File: config.mk
export PLATFORM = sky130hd
export DESIGN_NAME = rvm_wb_stage_flat
export DESIGN_NICKNAME = d
export VERILOG_FILES = /design/src/rtl/rvm_wb_stage_if.sv /design/src/rtl/rvm_wb_stage.sv /design/src/flat_wrapper.sv
export SDC_FILE = /design/constraint.sdc
export NUM_CORES = 1
export LEC_CHECK = 0
export ABC_AREA = 1
export CORE_UTILIZATION = 40
export CTS_CLUSTER_DIAMETER = 80
export DETAILED_ROUTE_END_ITERATION = 10
export PLACE_DENSITY_LB_ADDON = 0.3
export RECOVER_POWER = 50
export SYNTH_ARGS = -nofsm -noshare
export SYNTH_HDL_FRONTEND = slang
export SYNTH_SLANG_ARGS = --single-unit
File: constraint.sdc
create_clock -name clk -period 1.8 [get_ports clk]
set_input_delay 0.36 -clock clk [delete_from_list [all_inputs] [get_ports clk]]
set_output_delay 0.36 -clock clk [all_outputs]
set_load 0.005 [all_outputs]
File: src/rtl/rvm_wb_stage_if.sv
// rvm_wb_stage_if: result and register-file handshake bundle around the writeback stage.
//   fu_valid/fu_result/fu_rd/fu_ready : functional-unit result handshake
//   rf_wen/rf_waddr/rf_wdata/rf_ready : register-file write-port handshake
// slave  = the writeback stage's view; master = the surrounding core's view.
interface rvm_wb_stage_if;
    localparam int unsigned DATA_W = 32;
    localparam int unsigned ADDR_W = 5;

    logic              fu_valid;
    logic [DATA_W-1:0] fu_result;
    logic [ADDR_W-1:0] fu_rd;
    logic              fu_ready;

    logic              rf_wen;
    logic [ADDR_W-1:0] rf_waddr;
    logic [DATA_W-1:0] rf_wdata;
    logic              rf_ready;

    modport slave (
        input  fu_valid, fu_result, fu_rd, rf_ready,
        output fu_ready, rf_wen, rf_waddr, rf_wdata
    );

    modport master (
        output fu_valid, fu_result, fu_rd, rf_ready,
        input  fu_ready, rf_wen, rf_waddr, rf_wdata
    );
endinterface

File: src/rtl/rvm_wb_stage.sv
// rvm_wb_stage: writeback stage. Buffers up to two completed functional-unit
// results in a 2-entry in-order FIFO and drains them into the register file.
// Writes to x0 are dropped without a register-file request; every pop is
// counted in retire_count.
// Ports:
//   clk, resetn       : clock, asynchronous active-low reset
//   wb (slave)        : fu_* result handshake in, rf_* write port out
//   flush             : synchronous discard of all buffered entries
//   retire_count      : number of results retired since reset (wraps)
//   byp_rs1/2, byp_hit1/2, byp_data1/2 : buffer lookup, present only when
//                       RVM_WB_BYPASS_EN is defined
// Optional feature macro: RVM_WB_BYPASS_EN
module rvm_wb_stage #(
    parameter int unsigned DEPTH = 2   // only 2 is supported
) (
    input  logic                clk,
    input  logic                resetn,
    rvm_wb_stage_if.slave       wb,
    input  logic                flush,
    output logic [31:0]         retire_count
`ifdef RVM_WB_BYPASS_EN
    ,
    input  logic [4:0]          byp_rs1,
    input  logic [4:0]          byp_rs2,
    output logic                byp_hit1,
    output logic                byp_hit2,
    output logic [31:0]         byp_data1,
    output logic [31:0]         byp_data2
`endif
);

    localparam int unsigned DATA_W = 32;
    localparam int unsigned ADDR_W = 5;
    localparam int unsigned CNT_W  = 2;
    localparam int unsigned RET_W  = 32;

    // FIFO storage and pointers
    logic              valid_q [DEPTH];
    logic              valid_d [DEPTH];
    logic [ADDR_W-1:0] rd_q    [DEPTH];
    logic [ADDR_W-1:0] rd_d    [DEPTH];
    logic [DATA_W-1:0] data_q  [DEPTH];
    logic [DATA_W-1:0] data_d  [DEPTH];
    logic              head_q, head_d;
    logic              tail_q, tail_d;
    logic [CNT_W-1:0]  count_q, count_d;
    logic [RET_W-1:0]  retire_cnt_q, retire_cnt_d;

    logic              head_valid_c;
    logic [ADDR_W-1:0] head_rd_c;
    logic [DATA_W-1:0] head_data_c;
    logic              fu_ready_c;
    logic              rf_wen_c;
    logic              push_c;
    logic              pop_c;

    // Head decode; every rf_* output depends on registered state only
    assign head_valid_c = valid_q[head_q];
    assign head_rd_c    = rd_q[head_q];
    assign head_data_c  = data_q[head_q];

    assign fu_ready_c = (count_q != CNT_W'(2));
    assign rf_wen_c   = head_valid_c && (head_rd_c != '0);
    // x0 entries leave without waiting for the register file
    assign pop_c      = head_valid_c && ((head_rd_c == '0) || wb.rf_ready);
    assign push_c     = wb.fu_valid && fu_ready_c;

    assign wb.fu_ready = fu_ready_c;
    assign wb.rf_wen   = rf_wen_c;
    assign wb.rf_waddr = head_valid_c ? head_rd_c   : '0;
    assign wb.rf_wdata = head_valid_c ? head_data_c : '0;
    assign retire_count = retire_cnt_q;

    // Next-state: push at tail, pop at head, flush overrides both
    always_comb begin
        valid_d      = valid_q;
        rd_d         = rd_q;
        data_d       = data_q;
        head_d       = head_q;
        tail_d       = tail_q;
        count_d      = count_q;
        retire_cnt_d = retire_cnt_q;

        if (flush) begin
            valid_d = '{default: 1'b0};
            head_d  = 1'b0;
            tail_d  = 1'b0;
            count_d = '0;
            // a write the register file took this cycle still retired
            if (rf_wen_c && wb.rf_ready) begin
                retire_cnt_d = retire_cnt_q + RET_W'(1);
            end
        end else begin
            if (pop_c) begin
                valid_d[head_q] = 1'b0;
                head_d          = ~head_q;
                retire_cnt_d    = retire_cnt_q + RET_W'(1);
            end
            if (push_c) begin
                valid_d[tail_q] = 1'b1;
                rd_d[tail_q]    = wb.fu_rd;
                data_d[tail_q]  = wb.fu_result;
                tail_d          = ~tail_q;
            end
            case ({push_c, pop_c})
                2'b10:   count_d = count_q + CNT_W'(1);
                2'b01:   count_d = count_q - CNT_W'(1);
                default: count_d = count_q;
            endcase
        end
    end

    // State registers
    always_ff @(posedge clk or negedge resetn) begin
        if (!resetn) begin
            valid_q      <= '{default: 1'b0};
            rd_q         <= '{default: '0};
            data_q       <= '{default: '0};
            head_q       <= 1'b0;
            tail_q       <= 1'b0;
            count_q      <= '0;
            retire_cnt_q <= '0;
        end else begin
            valid_q      <= valid_d;
            rd_q         <= rd_d;
            data_q       <= data_d;
            head_q       <= head_d;
            tail_q       <= tail_d;
            count_q      <= count_d;
            retire_cnt_q <= retire_cnt_d;
        end
    end

`ifdef RVM_WB_BYPASS_EN
    // Newest-first search: tail-1 then head; {hit, data}, zero on miss
    function automatic logic [DATA_W:0] lookup(input logic [ADDR_W-1:0] rs);
        logic newest;
        newest = ~tail_q;
        lookup = '0;
        if (rs != '0) begin
            if (valid_q[newest] && (rd_q[newest] == rs)) begin
                lookup = {1'b1, data_q[newest]};
            end else if (valid_q[head_q] && (rd_q[head_q] == rs)) begin
                lookup = {1'b1, data_q[head_q]};
            end
        end
    endfunction

    always_comb begin
        {byp_hit1, byp_data1} = lookup(byp_rs1);
        {byp_hit2, byp_data2} = lookup(byp_rs2);
    end
`endif

endmodule

File: src/flat_wrapper.sv
// flat-port wrapper written by rule: the top's interface ports become plain ports
module rvm_wb_stage_flat 
#(
    parameter int unsigned DEPTH = 2                         
)
  (clk, resetn, flush, retire_count, wb_fu_valid, wb_fu_result, wb_fu_rd, wb_rf_ready, wb_fu_ready, wb_rf_wen, wb_rf_waddr, wb_rf_wdata);
  rvm_wb_stage_if wb_i ();
  input  logic clk;
  input  logic resetn;
  input  logic flush;
  output logic [31:0] retire_count;
  input wire logic [$bits(wb_i.fu_valid)-1:0] wb_fu_valid;
  input wire logic [$bits(wb_i.fu_result)-1:0] wb_fu_result;
  input wire logic [$bits(wb_i.fu_rd)-1:0] wb_fu_rd;
  input wire logic [$bits(wb_i.rf_ready)-1:0] wb_rf_ready;
  output wire logic [$bits(wb_i.fu_ready)-1:0] wb_fu_ready;
  output wire logic [$bits(wb_i.rf_wen)-1:0] wb_rf_wen;
  output wire logic [$bits(wb_i.rf_waddr)-1:0] wb_rf_waddr;
  output wire logic [$bits(wb_i.rf_wdata)-1:0] wb_rf_wdata;
  assign wb_i.fu_valid = wb_fu_valid;
  assign wb_i.fu_result = wb_fu_result;
  assign wb_i.fu_rd = wb_fu_rd;
  assign wb_i.rf_ready = wb_rf_ready;
  assign wb_fu_ready = wb_i.fu_ready;
  assign wb_rf_wen = wb_i.rf_wen;
  assign wb_rf_waddr = wb_i.rf_waddr;
  assign wb_rf_wdata = wb_i.rf_wdata;
  rvm_wb_stage #(.DEPTH(DEPTH)) u_core (.clk(clk), .resetn(resetn), .wb(wb_i), .flush(flush), .retire_count(retire_count));
endmodule
Word level (Yosys, flattened, before mapping)

Index checks and enable logic that the tools add are counted.

Register bits: 112
Input port bits: 42
Output and inout bits: 71

Add/sub/neg operators: 3
$lt $le $gt $ge: 4
Equal/unequal tests: 4
Muxes and demuxes: 34
Bitwise operators: 8
Reductions and logical operators: 14

Operators by type and width:

| cell                  | count |
|---|---|
| $mux 32               | 8 |
| $bwmux 64             | 1 |
| $add 32x1->32 const B | 1 |
| $demux 32 s1          | 1 |
| $mux 5                | 5 |
| $bwmux 10             | 1 |
| $mux 2                | 5 |
| $mux 1                | 9 |
| $logic_and 1x1->1     | 6 |
| $demux 5 s1           | 1 |
| $logic_not 5->1       | 1 |
| $reduce_bool 5->1     | 1 |
| $ge 2x2->1 const B    | 2 |
| $lt 2x1->1 const B    | 2 |
| $not 1->2             | 2 |
| $pmux 2 s2            | 1 |
| $reduce_and 2->1      | 2 |
| $reduce_bool 2->1     | 2 |
| $not 1->1             | 3 |
| $reduce_bool 3->1     | 1 |
| $add 2x1->2 const B   | 1 |
| $and 2x2->2           | 1 |
| $demux 1 s1           | 2 |
| $eq 2x1->1 const B    | 1 |
| 7 further kinds       | 7 |

Depth between registers and ports, before layout

Depth in word-level cells: 12
Depth in mapped cells: 13
Depth with buffers taken out: 11

Least setup slack after synthesis

Ideal clock, no wire load.

Path type: register to output
From: register u_core.head_q
To: output wb_rf_wdata[10]
Arrival: 1.327 ns
Data required time: 1.440 ns
Setup slack: 0.113 ns
Cell stages (with the launch flop): 7
Path through: dfrtp_1 > buf_2 > nor2_1 > nor2_2 > clkbuf_1 > nand2_1 > inv_1

Word-level cells in the longest chain between the ends: 5
Elaborated cells between the ends (all ways): 8
Classes of those cells: mux (7); bitwise (1)

RTL lines:

| what                                                                         | line                                   | text |
|---|---|---|
| start: declaration                                                           | rvm_wb_stage.sv:44                     | `logic head_q, head_d;` |
| start signal: assignment                                                     | rvm_wb_stage.sv:119                    | `head_q <= 1'b0;` |
| start signal: assignment                                                     | rvm_wb_stage.sv:127                    | `head_q <= head_d;` |
| $not 1->2 (not written as such) (*)                                          | rvm_wb_stage.sv:58, rvm_wb_stage.sv:60 |  |
| $mux 32 (not written as such) / $mux 1 (equally long branches) (3 in series) | rvm_wb_stage.sv:60, rvm_wb_stage.sv:58 |  |
| $mux 32 (*)                                                                  | rvm_wb_stage.sv:71                     | `assign wb.rf_wdata = head_valid_c ? head_data_c : '0;` |
| end: declaration                                                             | flat_wrapper.sv:19                     | `output wire logic [$bits(wb_i.rf_wdata)-1:0] wb_rf_wdata;` |

Every way passes the cells marked *; elsewhere a longest branch is shown, timed or not. The select of a mux whose other input is x is not followed.

Worst setup path after layout

From: register u_core.head_q
To: output wb_rf_wdata[5]

Same word-level chain as after synthesis.

==> impl_metrics.ini <==
[setup_path]
cp_data_required_time_ps = 1440
critPathLaunchType = flip-flop
worstRegToRegCells = 12
cpMostUsedCell = buf_6
max_stage_delay_ps = 460
worstPathMaxFanout = 8
endpoint_kind = output port
worstSetupPathType = flip-flop to output port
cp_cell_sequence = buf_6, nor2_4, nor2_4, buf_6, buf_12, buf_12, buf_6, nand2_4, inv_2, buf_2
cp.arrival_ps = 1780
critPathSlowestCell = dfrtp_2

[yosys]
ys_ff_latch = 112
synth_area_um2 = 5940
async_reset_ff_share_pct = 100
synthesis.nets = 878
synth_cell_type_count = 30
synth_common_cells = nand2_1 (367), dfrtp_1 (112), inv_1 (90)
synth_edf_count = 0
yosysTopAreaCell = dfrtp_1
synth_area_leaders = dfrtp_1 (47%), nand2_1 (23%), o21ai_0 (6.4%)
yosys.area.top_type_share_pct = 47.2
synth_most_common_cell = nand2_1
synthFlopType = dfrtp_1
ys_seq_area_share_pct = 47.2
synth_area_per_cell_um2 = 7.12
synthCells = 835
yosysWarnings = 0

[grt]
grt_pass1_wl_um = 26600
track_usage_pct = 22.5
gr-total-overflow = 0
grt_pass1_vias = 5425
grt_max_degree = 113
antenna_found_initial = 0

[outcome]
violations = max-capacitance violations, max-slew violations, negative setup slack
status = finished, violations left

[finish]
area_growth_pct = 46.6
final_nets = 1045
stdcell_area_um2 = 8710
utilization_pct = 60.0
diodes = 0
drive_gt1_share_pct = 27.6

[sta]
worst_pin_slew_ps = 1560
post-route-period-util_pct = 119
setup_viol = 73
fin_ws_ps = -345
holdWs_ps = 486
max_slew_margin_pct = -4.23
slew_viol_final = 113
fmax_ghz = 0.466
hold_viol = 0
fin_skew_ps = 8.53
min_period_ps = 2140
rsz0062_at_grt = true

[detailed_routing]
drt_first_pass_iters = 5
ant_nets = 0
drcViolationCount = 0
vias_per_cell = 4.90
wl_per_cell_um = 14.2
drtIter0Drc = 377
wl_um = 16900
vias = 5832

[cts]
cts_max_path_buffers = 2
ctsRootBufferMaster = clkbuf_16
cts.sinks = 112
clk_pin_slew_ps = 80
h-tree-depth = 3
holdBufCountCts = 0
numCtsBuffers = 9
cts_tree = yes
insertion_delay_ps = 370

[place]
placed_cell_area_um2 = 7580
gp_congestion = 0.880
port_buffers = 112
dpl.hpwl_um = 10600

[floorplanning]
num_rows = 44
fp.dieArea_um2 = 15300
coreArea_um2 = 14500
die_h_um = 124
io_pins = 113
dieWidth_um = 124
start_util_pct = 40.9

[pwr]
power_density_nw_per_um2 = 1300
ir_worst_vdd_v = 0.000746
p_leak_uw = 0.00455

[min_path]
whs_path_depth = 2
hold_class = flip-flop to flip-flop

[job]
maxCapViolations = 1
placed cells by master, fill, tap and decap left out, types with 4 or more instances in the layout:
cell type,n
xor2_1,14
o21ai_0,74
inv_2,19
buf_6,25
nor2_2,4
clkbuf_16,13
nor3_1,10
xnor2_1,5
dfrtp_1,101
nand2_4,33
dfrtp_2,11
nand2_2,54
nand4_1,4
o21ai_2,4
buf_2,29
clkbuf_2,4
nand3_2,4
nor2_4,5
buf_12,9
clkdlybuf4s50_1,73
nand3_1,39
nand3b_1,6
nand2_1,284
buf_4,38
inv_1,73
nor2_1,40
cell families (layout without fill, tap and decap cells):
kind of cell             count (synthesis)  count (layout)  synth area share, %
AO/OA/AOI/OAI                           85              85                 7.41
XOR/XNOR                                19              19                 2.80
adder cells (fa/ha/maj)                  1               1                0.211
buffers and inverters                  130             302                 9.08
flip-flops                             112             112                 47.2
AND/OR/NAND/NOR                        488             488                 33.3
registers in the layout, indices dropped and copies added, names as in the netlist:
register	cells
u_core.head_q	1
u_core.data_q	64
u_core.count_q	2
u_core.tail_q	1
u_core.retire_count	32
u_core.valid_q	2
u_core.rd_q	10
final timing paths:
| path | start | endpoint | slack, ps |
|---|---|---|---|
| min in group asynchronous | resetn | u_core.data_q[40]$_DFFE_PN0P_ | 510 |
| max in group asynchronous | resetn | u_core.head_q$_DFFE_PN0P_ | 220 |
| min | u_core.data_q[7]$_DFFE_PN0P_ | u_core.data_q[7]$_DFFE_PN0P_ | 490 |
| max reg2reg | u_core.head_q$_DFFE_PN0P_ | u_core.retire_count[13]$_DFFE_PN0P_ | -200 |
| max | u_core.head_q$_DFFE_PN0P_ | wb_rf_wdata[5] | -340 |
| min reg2reg | u_core.data_q[7]$_DFFE_PN0P_ | u_core.data_q[7]$_DFFE_PN0P_ | 490 |
power by group:
| part | internal [uW] | switching, uW |
|---|---|---|
| clock | 1120 | 1040 |
| combinational | 2510 | 2770 |
| sequential | 3330 | 527 |
stage by stage:
stage | cells | power (uW) | setup WS, ps | setup TNS, ps
floorplan | 835 | 5800 | 113 | 0
global placement | 1146 | 7480 | -199 | -5200
detailed placement | 1146 | 7550 | -257 | -7250
CTS | 1181 | 10600 | -318 | -11680
global route | 1191 | 12100 | -405 | -20740
finish | 1191 | 11300 | -345 | -15230
cell type report:
class	instances	area [um2]
repair buffers	190	1870
well taps	184	230
clock inverters	7	98.8
inverters	96	383
flip-flops and latches	112	2820
clock buffers	9	225
multi-input cells	593	3090
fillers	1303	5820
layer usage:
metal / track usage (%) / up-vias / routed length (um)
met3: 5.13 / 29 / 932
met1: 28.9 / 2747 / 7270
li1: - / 2902 / -
met4: 7.08 / 0 / 296
met2: 37.5 / 154 / 8420
met5: 0 / - / 0
critical path: cells and delay by family, from the launching register on:
kind | cells | cell delay (ps)
AND/OR/NAND/NOR | 3 | 200
flip-flops | 1 | 460
buffers and inverters | 7 | 750
repair_timing:
action                     CTS  global route
gates resized for setup    240           118
pin swaps                   14            28
cloned                       2             5
buffers inserted            20             9
setup endpoints to repair   39            80
Note: power is estimated with default switching activity, not from simulation.
